## src/rtl/lcd_pkg.sv

```systemverilog
// Shared definitions for the HD44780 responder: FSM states, bus transfer record,
// DDRAM geometry, instruction masks, error bit positions and address helpers.
package lcd_pkg;

    typedef enum logic [1:0] {
        ST_IDLE,
        ST_EXEC,
        ST_FILL,
        ST_BUSY
    } state_t;

    typedef enum logic {
        MODE_DDRAM,
        MODE_CGRAM
    } mode_t;

    typedef struct packed {
        logic       rs;
        logic       rw;
        logic [7:0] data;
    } bus_xfer_t;

    localparam logic [7:0] CG_SPACE       = 8'h20;
    localparam logic [6:0] LINE1_BASE     = 7'h00;
    localparam logic [6:0] LINE2_BASE     = 7'h40;
    localparam logic [6:0] LINE1_LAST     = 7'h27;
    localparam logic [6:0] LINE2_LAST     = 7'h67;
    localparam int         LINE_LEN       = 40;
    localparam int         DDRAM_DEPTH    = 80;
    localparam logic [6:0] DDRAM_LAST_IDX = 7'(DDRAM_DEPTH - 1);
    localparam logic [6:0] LINE1_DONE     = 7'h0F;
    localparam logic [6:0] LINE2_DONE     = 7'h4F;

    // Instruction masks; the highest set bit selects the instruction.
    localparam logic [7:0] OP_CLEAR = 8'h01;
    localparam logic [7:0] OP_HOME  = 8'h02;
    localparam logic [7:0] OP_ENTRY = 8'h04;
    localparam logic [7:0] OP_DISP  = 8'h08;
    localparam logic [7:0] OP_SHIFT = 8'h10;
    localparam logic [7:0] OP_FUNC  = 8'h20;
    localparam logic [7:0] OP_CGRAM = 8'h40;
    localparam logic [7:0] OP_DDRAM = 8'h80;

    localparam int ERR_BUSY  = 0;
    localparam int ERR_RW    = 1;
    localparam int ERR_FUNC  = 2;
    localparam int ERR_UNSUP = 3;

    // Address counter step with the two-line wrap of the controller.
    function automatic logic [6:0] addr_inc(input logic [6:0] a);
        if (a == LINE1_LAST) return LINE2_BASE;
        if (a == LINE2_LAST) return LINE1_BASE;
        return a + 7'd1;
    endfunction

    function automatic logic [6:0] addr_dec(input logic [6:0] a);
        if (a == LINE1_BASE) return LINE2_LAST;
        if (a == LINE2_BASE) return LINE1_LAST;
        return a - 7'd1;
    endfunction

    // Map an arbitrary Set-DDRAM value onto the populated address ranges.
    function automatic logic [6:0] addr_legalise(input logic [6:0] a);
        if (a > LINE1_LAST && a < LINE2_BASE) return LINE2_BASE;
        if (a > LINE2_LAST) return LINE1_BASE;
        return a;
    endfunction

    // Linear mirror index: line 1 at 0..39, line 2 at 40..79.
    function automatic logic [6:0] ddram_index(input logic [6:0] a);
        if (a < LINE2_BASE) return a;
        return a - LINE2_BASE + 7'(LINE_LEN);
    endfunction

endpackage

```

## src/rtl/lcd_ddram.sv

```systemverilog
// 80x8 display data RAM: one synchronous write port, one registered read port.
// Indices beyond the array read back as a space character.
module lcd_ddram
    import lcd_pkg::*;
(
    input  logic       clk,
    input  logic       reset,
    input  logic       we,
    input  logic [6:0] waddr,
    input  logic [7:0] wdata,
    input  logic [6:0] raddr,
    output logic [7:0] rdata
);

    logic [7:0] mem [DDRAM_DEPTH];

    // Write port; contents are initialised by the clear fill rather than by reset.
    // NOTE: the storage array is deliberately left out of reset so it maps onto RAM.
    always_ff @(posedge clk) begin
        if (we && waddr <= DDRAM_LAST_IDX) begin
            mem[waddr] <= wdata;
        end
    end

    // Registered read; a same-cycle write to the same index returns the old byte.
    always_ff @(posedge clk) begin
        if (reset) begin
            rdata <= 8'h00;
        end else if (raddr <= DDRAM_LAST_IDX) begin
            rdata <= mem[raddr];
        end else begin
            rdata <= CG_SPACE;
        end
    end

endmodule

```

## src/rtl/lcd_hd44780_rx.sv

```systemverilog
// Responder end of an 8-bit HD44780 bus. Synchronises the asynchronous bus,
// decodes each transfer on the falling edge of E and keeps a DDRAM mirror.
module lcd_hd44780_rx
    import lcd_pkg::*;
#(
    parameter int CMD_CYCLES  = 3700,
    parameter int CLR_CYCLES  = 153000,
    parameter int SYNC_STAGES = 2
) (
    input  logic       clk,
    input  logic       reset,
    input  logic       lcd_e,
    input  logic       lcd_rs,
    input  logic       lcd_rw,
    input  logic [7:0] lcd_data,
    input  logic [6:0] rd_addr,
    output logic [7:0] rd_data,
    output logic       busy,
    output logic [6:0] ddram_addr,
    output logic       disp_on,
    output logic [1:0] line_done,
    output logic [3:0] err
);

    localparam int TIMER_MAX = (CLR_CYCLES > CMD_CYCLES) ? CLR_CYCLES : CMD_CYCLES;
    localparam int TIMER_W   = $clog2(TIMER_MAX + 1);
    localparam logic [TIMER_W-1:0] CMD_LOAD  = TIMER_W'(CMD_CYCLES);
    localparam logic [TIMER_W-1:0] CLR_LOAD  = TIMER_W'(CLR_CYCLES);
    localparam logic [TIMER_W-1:0] TIMER_ONE = TIMER_W'(1);

    logic [SYNC_STAGES-1:0] e_sync;
    logic                   e_prev;
    bus_xfer_t              bus_sync [SYNC_STAGES];
    logic                   strobe;
    bus_xfer_t              xfer_q;
    logic                   drop_q;
    logic [7:0]             cmd;

    state_t               state_q, state_d;
    logic [TIMER_W-1:0]   timer_q, timer_d;
    logic [6:0]           fill_q, fill_d;
    logic [6:0]           addr_q, addr_d;
    logic                 id_q, id_d;
    mode_t                mode_q, mode_d;
    logic                 disp_q, disp_d;
    logic [3:0]           err_q, err_d;

    logic                 mem_we;
    logic [6:0]           mem_waddr;
    logic [7:0]           mem_wdata;

    // Multi-flop synchroniser on every bus pin plus a delayed copy of E for edge detect.
    // NOTE: sequential state uses non-blocking assignments so every flop samples pre-edge values.
    always_ff @(posedge clk) begin
        if (reset) begin
            e_sync <= '0;
            e_prev <= 1'b0;
            for (int i = 0; i < SYNC_STAGES; i++) begin
                bus_sync[i] <= '0;
            end
        end else begin
            e_sync      <= {e_sync[SYNC_STAGES-2:0], lcd_e};
            e_prev      <= e_sync[SYNC_STAGES-1];
            bus_sync[0] <= {lcd_rs, lcd_rw, lcd_data};
            for (int i = 1; i < SYNC_STAGES; i++) begin
                bus_sync[i] <= bus_sync[i-1];
            end
        end
    end

    assign strobe = e_prev & ~e_sync[SYNC_STAGES-1];
    assign cmd    = xfer_q.data;

    // Latch the transfer on the strobe and note whether it arrived while busy.
    always_ff @(posedge clk) begin
        if (reset) begin
            xfer_q <= '0;
            drop_q <= 1'b0;
        end else begin
            drop_q <= strobe && (state_q != ST_IDLE);
            if (strobe) begin
                xfer_q <= bus_sync[SYNC_STAGES-1];
            end
        end
    end

    // Controller state; reset behaves like a Clear Display instruction.
    always_ff @(posedge clk) begin
        if (reset) begin
            state_q <= ST_FILL;
            timer_q <= CLR_LOAD;
            fill_q  <= '0;
            addr_q  <= LINE1_BASE;
            id_q    <= 1'b1;
            mode_q  <= MODE_DDRAM;
            disp_q  <= 1'b0;
            err_q   <= '0;
        end else begin
            state_q <= state_d;
            timer_q <= timer_d;
            fill_q  <= fill_d;
            addr_q  <= addr_d;
            id_q    <= id_d;
            mode_q  <= mode_d;
            disp_q  <= disp_d;
            err_q   <= err_d;
        end
    end

    // Instruction decode, clear fill sequencing and busy timing.
    // NOTE: every signal gets a default first so no path through the case infers a latch.
    always_comb begin
        state_d   = state_q;
        timer_d   = (timer_q != '0) ? timer_q - TIMER_ONE : '0;
        fill_d    = fill_q;
        addr_d    = addr_q;
        id_d      = id_q;
        mode_d    = mode_q;
        disp_d    = disp_q;
        err_d     = err_q;
        mem_we    = 1'b0;
        mem_waddr = fill_q;
        mem_wdata = CG_SPACE;
        line_done = 2'b00;

        if (drop_q) begin
            err_d[ERR_BUSY] = 1'b1;
        end

        unique case (state_q)
            ST_IDLE: begin
                if (strobe) begin
                    state_d = ST_EXEC;
                end
            end
            ST_EXEC: begin
                state_d = ST_BUSY;
                timer_d = CMD_LOAD;
                if (xfer_q.rw) begin
                    err_d[ERR_RW] = 1'b1;
                    state_d       = ST_IDLE;
                    timer_d       = '0;
                end else if (xfer_q.rs) begin
                    // CGRAM-mode data is accepted on the bus but not mirrored.
                    if (mode_q == MODE_DDRAM) begin
                        mem_we       = 1'b1;
                        mem_waddr    = ddram_index(addr_q);
                        mem_wdata    = cmd;
                        line_done[0] = (addr_q == LINE1_DONE);
                        line_done[1] = (addr_q == LINE2_DONE);
                        addr_d       = id_q ? addr_inc(addr_q) : addr_dec(addr_q);
                    end
                end else if (|(cmd & OP_DDRAM)) begin
                    mode_d = MODE_DDRAM;
                    addr_d = addr_legalise(cmd[6:0]);
                end else if (|(cmd & OP_CGRAM)) begin
                    mode_d = MODE_CGRAM;
                end else if (|(cmd & OP_FUNC)) begin
                    // Bus width and line count are fixed; other settings are flagged only.
                    if (!cmd[4] || !cmd[3]) begin
                        err_d[ERR_FUNC] = 1'b1;
                    end
                end else if (|(cmd & OP_SHIFT)) begin
                    if (cmd[3]) begin
                        err_d[ERR_UNSUP] = 1'b1;
                    end else begin
                        addr_d = cmd[2] ? addr_inc(addr_q) : addr_dec(addr_q);
                    end
                end else if (|(cmd & OP_DISP)) begin
                    // Cursor and blink have no visible effect on the mirror.
                    disp_d = cmd[2];
                end else if (|(cmd & OP_ENTRY)) begin
                    id_d = cmd[1];
                    if (cmd[0]) begin
                        err_d[ERR_UNSUP] = 1'b1;
                    end
                end else if (|(cmd & OP_HOME)) begin
                    addr_d  = LINE1_BASE;
                    timer_d = CLR_LOAD;
                end else if (|(cmd & OP_CLEAR)) begin
                    fill_d  = '0;
                    addr_d  = LINE1_BASE;
                    id_d    = 1'b1;
                    mode_d  = MODE_DDRAM;
                    timer_d = CLR_LOAD;
                    state_d = ST_FILL;
                end else begin
                    err_d[ERR_UNSUP] = 1'b1;
                end
            end
            ST_FILL: begin
                mem_we = 1'b1;
                fill_d = fill_q + 7'd1;
                if (fill_q == DDRAM_LAST_IDX) begin
                    fill_d  = '0;
                    state_d = (timer_q <= TIMER_ONE) ? ST_IDLE : ST_BUSY;
                end
            end
            ST_BUSY: begin
                if (timer_q <= TIMER_ONE) begin
                    state_d = ST_IDLE;
                end
            end
            default: state_d = ST_IDLE;
        endcase
    end

    lcd_ddram u_ddram (
        .clk   (clk),
        .reset (reset),
        .we    (mem_we),
        .waddr (mem_waddr),
        .wdata (mem_wdata),
        .raddr (rd_addr),
        .rdata (rd_data)
    );

    assign busy       = (state_q == ST_FILL) || (state_q == ST_BUSY);
    assign ddram_addr = addr_q;
    assign disp_on    = disp_q;
    assign err        = err_q;

endmodule

```

## config.mk

```make
export PLATFORM = sky130hd
export DESIGN_NAME = lcd_hd44780_rx
export DESIGN_NICKNAME = d
export VERILOG_FILES = /design/src/rtl/lcd_pkg.sv /design/src/rtl/lcd_ddram.sv /design/src/rtl/lcd_hd44780_rx.sv
export SDC_FILE = /design/constraint.sdc
export NUM_CORES = 1
export LEC_CHECK = 0
export ABC_AREA = 0
export CORE_ASPECT_RATIO = 0.7
export CORE_MARGIN = 5
export CORE_UTILIZATION = 45
export CTS_CLUSTER_DIAMETER = 200
export DETAILED_ROUTE_END_ITERATION = 16
export DONT_BUFFER_PORTS = 1
export RECOVER_POWER = 25
export SKIP_CTS_REPAIR_TIMING = 1
export SYNTH_ARGS = -nofsm -noshare
export SYNTH_HDL_FRONTEND = slang
export SYNTH_SLANG_ARGS = --single-unit
```

## constraint.sdc

```tcl
create_clock -name clk -period 9.9 [get_ports clk]
set_clock_uncertainty 0.2 [all_clocks]
set_input_delay 1.485 -clock clk [delete_from_list [all_inputs] [get_ports clk]]
set_output_delay 1.485 -clock clk [all_outputs]
set_load 0.02 [all_outputs]
```

==> qor.yml <==
status: "finished, violations left"
failed_checks: "capacitance limit, slew limit"
ir_worst_vdd_uv: 157.1
die_y_microns: 222.6
clock_sinks: 723
required_ns: 9.47
relSlewSlack_pct: -195.8
crit_type: "flip-flop to flip-flop"
seq_power_share_pct: 53.2
synth_nets: 1674
post-route-min-period_ns: 5.738
vias: 15340
worstPathCellList: "inv_1, ha_1, nand4bb_1, clkbuf_1, nor2_4, clkbuf_1"
wirelength_microns: 68430
r2r_setup_slack_ns: 4.16
place_ws_ns: 5.515
netSwitchingFraction_pct: 22.16
cts_tree: "done"
ys_seq_elements: 723
powerDensity_nw_per_um2: 199.0
antenna_cells: 0
initial_core_util_pct: 45.75
critPathLaunchType: "flip-flop"
leakagePower_nw: 8.687
met1_usage_pct: 30.80
clk_latency_ns: 0.63
grt_max_degree: 171
grt-busiest-layer: "met1"
critPathMaxStageDelay_ns: 3.11
worst_hold_slack_ns: 0.2261
place_area_sq_um: 29750
p_comb_share_pct: 5.1
hold_viol: 0
die_w_microns: 313.7
ys_types: 75
max_freq_mhz: 174.3
p_sw_mw: 1.410
cts_max_level: 3
grt_pass1_wl_microns: 102300
drive_gt1_share_pct: 16.16
synth_seq_area_share_pct: 71.89
cts_buffer_depth: 3
async_flop_share_pct: 0
worst_pin_slew_ns: 4.437
place_congestion: 0.8553
via_per_inst: 6.074
period_share_pct: 57.96
path_buf_inv: 3
cts_buffers: 70
maxCapViolations: 5
root_buffer: "clkbuf_16"
setup-violations-final: 0
dp_cells: 2398
fin_cells: 2525
wire_per_inst_microns: 27.10
cp_slowest_cell: "clkbuf_1"
final_util_pct: 50.35
syn_area_sq_um: 29040
rsz0062_at_grt: "false"
critical_path.most_common_cell: "clkbuf_1"
drtIter0Drc: 1685
intPower_mw: 4.952
route.detailed.drc: 0
synthToLayoutAreaGrowth_pct: 10.06
finalPower_mw: 6.362
io-pin-count: 43
hpwl_microns: 40150
avgSynthCellArea_sq_um: 17.69
grtUsageTotal_pct: 19.60
hold_path.class: "flip-flop to flip-flop"
numPortBuffers: 0
p_clk_share_pct: 41.8
critPathMaxFanout: 80
die_area_sq_um: 69800
grt_antenna_before_repair: 2
ant_nets: 0
first_pass_iters: 5
cp_top_family: "buffers and inverters"
gr-total-overflow: 0
setup_ws_ns: 4.162
fin_area_sq_um: 31970
finalNetCount: 1673
use_met2_pct: 27.47
grt_pass1_vias: 14900
drv_slew: 264
syn_inst: 1642
setup_tns_ns: 0
worstPathArrival_ns: 5.31
yosys_warnings: 0
rows: 77
synth_ff_type: "edfxtp_1"
cts.clk_slew.worst_paths_ns: 0.06
core_area_sq_um: 63490
synth_edf_count: 640
end_kind: "flip-flop"
met3_usage_pct: 5.635
## cells by family (layout without fill, tap and decap cells)
logic type | count (synthesis) | count (layout) | synth area share (%)
flip-flops | 723 | 723 | 71.89
AND/OR/NAND/NOR | 369 | 369 | 6.203
AO/OA/AOI/OAI | 206 | 206 | 4.821
multiplexers | 194 | 194 | 13.71
buffers and inverters | 106 | 160 | 1.891
XOR/XNOR | 32 | 32 | 0.9650
adder cells (fa/ha/maj) | 12 | 12 | 0.5169
## power groups by stage
stage	Clock [mW]	Sequential, mW	Combinational (mW)
after floorplan	0	3.43	0.263
after global placement	0	3.45	0.313
after detailed placement	0	3.45	0.319
after CTS	2.71	3.38	0.321
after global routing	2.85	3.39	0.347
final	2.66	3.38	0.322
## cells in the mapped netlist (11+ instances only)
master,number,share of area (%)
o22ai_1,18,0.39
a21oi_1,29,0.50
nand2b_1,11,0.24
nand2_1,65,0.84
nor3_1,19,0.33
mux4_2,142,11
inv_1,19,0.25
dfxtp_1,83,5.7
mux4_1,16,1.4
nand3_1,36,0.62
o21a_1,11,0.28
ha_1,12,0.52
clkbuf_1,45,0.58
nor2_1,130,1.7
nor4_1,12,0.26
buf_2,16,0.28
edfxtp_1,640,66
nor2b_1,42,0.90
o21ai_0,45,0.78
a31oi_1,14,0.30
mux2i_1,33,1.1
xnor2_1,24,0.72
## worst min-delay path, stage by stage (launching register included)
cell and delay, ns:
dfxtp_1 0.29, nand2_1 0.04, a21oi_1 0.05
## worst paths after layout
| check | start | to | depth (start not counted) |
|---|---|---|---|
| worst min-delay path | bus_sync[1][1]$_SDFF_PP0_ | cmd[1]$_SDFFE_PP0P_ | 2 |
| worst min register to register | bus_sync[1][1]$_SDFF_PP0_ | cmd[1]$_SDFFE_PP0P_ | 2 |
| worst max-delay path | state_q[1]$_SDFFE_PP1P_ | u_ddram.mem[25][4]$_DFFE_PP_ | 6 |
| worst max register to register | state_q[1]$_SDFFE_PP1P_ | u_ddram.mem[25][4]$_DFFE_PP_ | 6 |
## area by class of cell
cell class                 instances  area, sq um
tap                              829         1037
clock buffer                      85         1831
inverter                          19        71.32
fill                            5081        31520
sequential                       723        20880
multi-input combinational        813         7634
timing repair buffer              14        75.07
clock inverter                    42        437.9
## registers in the layout, indices dropped and copies added, names as in the netlist, 2 cells and up
| signal | flops |
|---|---|
| u_ddram.mem | 640 |
| bus_sync | 20 |
| timer_q | 18 |
| cmd | 8 |
| u_ddram.rdata | 8 |
| ddram_addr | 7 |
| fill_q | 7 |
| err | 4 |
| e_sync | 2 |
| state_q | 2 |
| xfer_q | 2 |
## cells in the final DEF, fill, tap and decap left out, types with 11 or more instances in the layout
| cell | Yosys | final |
|---|---|---|
| o21a_1 | 11 | 11 |
| nand3_1 | 36 | 36 |
| clkinv_1 | 0 | 12 |
| ha_1 | 12 | 12 |
| mux2i_1 | 33 | 33 |
| dfxtp_1 | 83 | 83 |
| o21ai_0 | 45 | 46 |
| inv_1 | 19 | 19 |
| nor2_1 | 130 | 128 |
| mux4_1 | 16 | 16 |
| nor3_1 | 19 | 19 |
| clkbuf_16 | 0 | 71 |
| clkbuf_1 | 45 | 21 |
| nor4_1 | 12 | 12 |
| edfxtp_1 | 640 | 640 |
| nand2_1 | 65 | 65 |
| o22ai_1 | 18 | 18 |
| nor2b_1 | 42 | 42 |
| a31oi_1 | 14 | 14 |
| xnor2_1 | 24 | 24 |
| a21oi_1 | 29 | 29 |
| a22oi_1 | 10 | 11 |
| mux4_2 | 142 | 142 |
## metal layers
metal	vias to the layer above	wire, microns
met2	670	29380
li1	6598	-
met5	-	13
met4	2	1235
met1	7977	31540
met3	89	6261
Note: power is estimated with default switching activity, not from simulation.
==> RTL change 1: new RTL, same flow settings <==
Set the parameter `SYNC_STAGES` to 4 (it was 2).
--- a/src/rtl/lcd_hd44780_rx.sv
+++ b/src/rtl/lcd_hd44780_rx.sv
@@ -5,7 +5,7 @@
 #(
     parameter int CMD_CYCLES  = 3700,
     parameter int CLR_CYCLES  = 153000,
-    parameter int SYNC_STAGES = 2
+    parameter int SYNC_STAGES = 4
 ) (
     input  logic       clk,
     input  logic       reset,
Check against the original RTL: not settled (the Yosys comparison gave no result); the edit may change what the design does.
==> RTL change 1 against the unedited design <==
Setup slack worse by 250 ps. Maximum frequency down 4.2%. Combinational power down 6%. Total power up 6.0%. Largest cell class unchanged. Sequential cell count up 22. Via count up 2.2%. Largest power group unchanged. Clock power up 11%. Design area up 2.6%. Synthesized area up 1.5%. Routed wire length up 4.5%. The flow still finishes with violations (max-capacitance violations, max-slew violations). Sequential share of layout area down 0.32 points.
==> RTL change 1: results (changes against the unedited design) <==
• status: finished with violations, unchanged
• violated checks: max-capacitance violations, max-slew violations, unchanged
• uppermost metal layer occupied by signal nets: met4, was met5
• routability cong.: 0.8527, was 0.8553
• wire length on met2: 30.17 mm, was 29.38 mm
• antenna violations before repair: 0, was 2
• Register-to-Register Path Depth: 7, was 6
• start point of the worst min-delay path: bus_sync[3][3], was bus_sync[1][1]
• detailed-routed wire length on met3: 7.129 mm, was 6.261 mm
• r2r endpoint: u_ddram.mem[20][5], was u_ddram.mem[25][4]
• largest net degree at the start of global routing: 173, was 171
• Leakage Power: 9.178 nW, was 8.687 nW
• half-perimeter wire length after detailed placement: 42.67 mm, was 40.15 mm
• final cell count without fillers: 2633, was 2525
• largest registers ranked by flip-flop count: u_ddram.mem x640, bus_sync x40, timer_q x18, was u_ddram.mem x640, bus_sync x20, timer_q x18
• average cell area after synthesis: 17.39 um^2, was 17.69 um^2
• Synth top cells by count: edfxtp_1 (640), mux4_2 (156), nor2_1 (130), was edfxtp_1 (640), mux4_2 (142), nor2_1 (130)
• placed cells: 2502, was 2398
• number of maximum-capacitance constraint violations: 6, was 5
• R2R setup slack: 3910 ps, was 4160 ps
• end of the worst hold path: cmd[3], was cmd[1]
• total routing usage reported by global routing: 0.2023, was 0.1960
• number of max-slew violations in the final report: 260, was 264
• violation count after the first detailed-route iteration: 1795, was 1685
• proportion of synthesized chip area in sequential cells: 0.7232, was 0.7189
• measured slew at the worst slew-check pin: 4419 ps, was 4437 ps
• routed via count: 15.67k, was 15.34k
• Distinct cells, synth: 71, was 75
• number of nets in the synthesized netlist: 1727, was 1674
• total routed wire length on the met1 layer: 32.56 mm, was 31.54 mm
[RTL change 1: area by class of cell]
class / instances / area [um^2] / area share
clock inverters: 46 / 615.6 / 0.01877
well taps: 880 / 1101 / 0.03357
multi-input cells: 848 / 7677 / 0.2341
repair buffers: 12 / 75.07 / 0.002289
flip-flops and latches: 745 / 21320 / 0.6500
clock buffers: 85 / 1946 / 0.05932
inverters: 17 / 63.81 / 0.001946
[RTL change 1: metrics by stage]
step / cell area (um^2) / hold slack, ps / setup slack (ps)
floorplan: 29480 / 211.4 / 5891
global placement: 30290 / 218.4 / 5842
detailed placement: 30290 / 223.0 / 5653
CTS: 32850 / 228.6 / 5463
global route: 32800 / 240.0 / 3497
finish: 32800 / 224.1 / 3912
[RTL change 1: cells by family (layout without fill, tap and decap cells)]
logic type,count (synthesis),count (layout),share of synthesized area
AO/OA/AOI/OAI,212,212,0.04486
XOR/XNOR,28,28,0.008318
adder cells (fa/ha/maj),12,12,0.005093
buffers and inverters,102,160,0.01651
flip-flops,745,745,0.7232
multiplexers,216,216,0.1396
AND/OR/NAND/NOR,380,380,0.06247
[RTL change 1: power by group through the flow]
stage | clock [W] | sequential [W] | combinational [W]
after floorplan | 0 | 0.00352 | 0.000253
after global placement | 0 | 0.00354 | 0.000303
after detailed placement | 0 | 0.00354 | 0.000307
after CTS | 0.00301 | 0.00348 | 0.000309
after global routing | 0.00314 | 0.00348 | 0.000330
final | 0.00296 | 0.00348 | 0.000304
[RTL change 1: layer usage]
metal  vias to the layer above  global-route usage
met2                       798              0.2795
met4                         0             0.05357
met5                         -                   0
met3                       110             0.05308
li1                       6698                   -
met1                      8067              0.3194
==> RTL change 2: new RTL, config.mk and constraints unchanged <==
Without the edit above. Register the output `ddram_addr` once more, cleared by the reset; this adds one clock of latency there. The other outputs are not delayed to match.
--- a/src/rtl/lcd_hd44780_rx.sv
+++ b/src/rtl/lcd_hd44780_rx.sv
@@ -216,7 +216,13 @@
     );
 
     assign busy       = (state_q == ST_FILL) || (state_q == ST_BUSY);
-    assign ddram_addr = addr_q;
+    always_ff @(posedge clk) begin
+        if (reset) begin
+            ddram_addr <= '0;
+        end else begin
+            ddram_addr <= addr_q;
+        end
+    end
     assign disp_on    = disp_q;
     assign err        = err_q;
 
Check against the original RTL: no difference found for any inputs over 4 cycles, from zero or initial values and one cycle with reset high; that may be too few to reach the edited logic, so the function may still have changed.
==> RTL change 2 against the unedited design <==
The run still ends with max-capacitance violations, max-slew violations left. Setup slack worse by 1000 ps. Total power is 0.56% higher. Routed wire length down 0.14%. Sequential cell count grew 7. Maximum frequency down 15%. Design area decreased by 0.28%. Synthesized area down 0.26%. Critical endpoint is now u_ddram.mem[26][2]. Largest power group unchanged. Highest routed layer is now met4.
==> RTL change 2: results (changes against the unedited design) <==
• proportion of synthesized chip area in sequential cells: 0.7256, was 0.7189
• violation count after the first detailed-route iteration: 1797, was 1685
• critical register-to-register path startpoint: xfer_q[9], was state_q[1]
• Synth top cells by count: edfxtp_1 (640), mux4_2 (162), nor2_1 (132), was edfxtp_1 (640), mux4_2 (142), nor2_1 (130)
• FILL cells: 5122, was 5081
• Vias/cell: 6.019, was 6.074
• buffer depth of the longest clock path: 3, unchanged
• R2R setup slack: 3120 ps, was 4160 ps
• number of maximum-capacitance constraint violations: 5, unchanged
• half-perimeter wire length after detailed placement: 40.30 mm, was 40.15 mm
• layout cell share with drive strength beyond 1: 0.1740, was 0.1616
• routability cong.: 0.9442, was 0.8553
• total routing usage reported by global routing: 0.1952, was 0.1960
• largest net degree at the start of global routing: 157, was 171
• origin of the worst setup path: xfer_q[9], was state_q[1]
• maximum ir drop on the vdd rail: 0.1165 mV, was 0.1571 mV
• H-tree depth reported by CTS: 3, unchanged
• Distinct cells, synth: 71, was 75
• top area cells in the synthesized netlist: edfxtp_1 (66%), mux4_2 (13%), dfxtp_1 (6.2%), was edfxtp_1 (66%), mux4_2 (11%), dfxtp_1 (5.7%)
• worst hold slack after final layout: 223.8 ps, was 226.1 ps
• measured slew at the worst slew-check pin: 4450 ps, was 4437 ps
• total detailed-routing wirelength: 68.33 mm, was 68.43 mm
• yosys warns: 0, unchanged
• number of nets in the synthesized netlist: 1654, was 1674
• Detailed Routing Iterations Pass 1: 6, was 5
• Buffers on Ports: 0, unchanged
• placed cells: 2375, was 2398
• synthesized-area fraction occupied by ao, oa, aoi and oai cells: 0.04354, was 0.04821
• multiplexer share of the synthesized area: 0.1367, was 0.1371
• Arr. time, crit path: 6380 ps, was 5310 ps
• capturing element of the worst setup path: u_ddram.mem[26][2], was u_ddram.mem[25][4]
• violated checks: max-capacitance violations, max-slew violations, unchanged
• global-route wire length before repair: 101.2 mm, was 102.3 mm
• Leakage Power: 8.777 nW, was 8.687 nW
• antenna diode count: 0, unchanged
• number of max-slew violations in the final report: 275, was 264
• xor/xnor share of the synthesized area: 0.01028, was 0.009650
• NumNets Final: 1648, was 1673
• antenna violations before repair: 1, was 2
• average cell area after synthesis: 17.86 um^2, was 17.69 um^2
• cts bufs inserted: 68, was 70
• post-detailed-route wirelength per cell: 27.38 um, was 27.10 um
• source-to-sink clock delay at the later pin of the worst-skew pair: 610 ps, was 630 ps
• fraction of the mapped netlist area in adder cells: 0.005183, was 0.005170
• Register-to-Register Path Depth: 4, was 6
• via count of the first global-routing pass: 14.72k, was 14.90k
• status: finished with violations, unchanged
-- RTL change 2: logic make-up after synthesis --
| kind of cell | after synthesis |
|---|---|
| and+or+nand+nor | 363 |
| xor gates and xnor gates | 34 |
| buffers and inverters | 104 |
| DFF | 730 |
| AOI/OAI and AO/OA | 186 |
| muxes | 193 |
| adders and majority gates | 12 |
-- RTL change 2: layer usage --
metal | part of all wire | up-vias | wire length [um] | global-route usage
met1 | 0.46 | 7779 | 31440 | 0.3058
met4 | 0.016 | 0 | 1095 | 0.03522
li1 | - | 6461 | - | -
met3 | 0.10 | 96 | 7166 | 0.06977
met2 | 0.42 | 687 | 28640 | 0.2659
met5 | 0 | - | 0 | 0
-- RTL change 2: area by class of cell --
| cell class | count | area share |
|---|---|---|
| clock inverters | 30 | 0.009931 |
| clock buffers | 91 | 0.06005 |
| well taps | 829 | 0.03254 |
| inverters | 18 | 0.002120 |
| flip-flops and latches | 730 | 0.6594 |
| repair buffers | 10 | 0.001884 |
| multi-input cells | 788 | 0.2341 |
-- RTL change 2: where the power goes --
group | leakage [nW] | switching, W | total, W | internal (W)
clock | 1.08 | 0.00111 | 0.00263 | 0.00152
combinational | 2.07 | 0.000226 | 0.000349 | 0.000124
sequential | 5.62 | 0.0000395 | 0.00341 | 0.00337
total | 8.78 | 0.00138 | 0.00640 | 0.00502
-- RTL change 2: metrics by stage --
step	cell area (um^2)	total power [W]	setup slack [ps]
final	31880	0.006398	3116
after global routing	31880	0.006620	2533
after CTS	31920	0.006452	5311
after detailed placement	29690	0.003826	5299
after global placement	29690	0.003821	5585
after floorplan	28970	0.003737	6092
-- RTL change 2: worst max-delay path, cell delays in order (launching register included) --
cell	delay [ps]
dfxtp_1	680
inv_1	300
nor3_1	1500
and2_2	330
clkbuf_1	2910
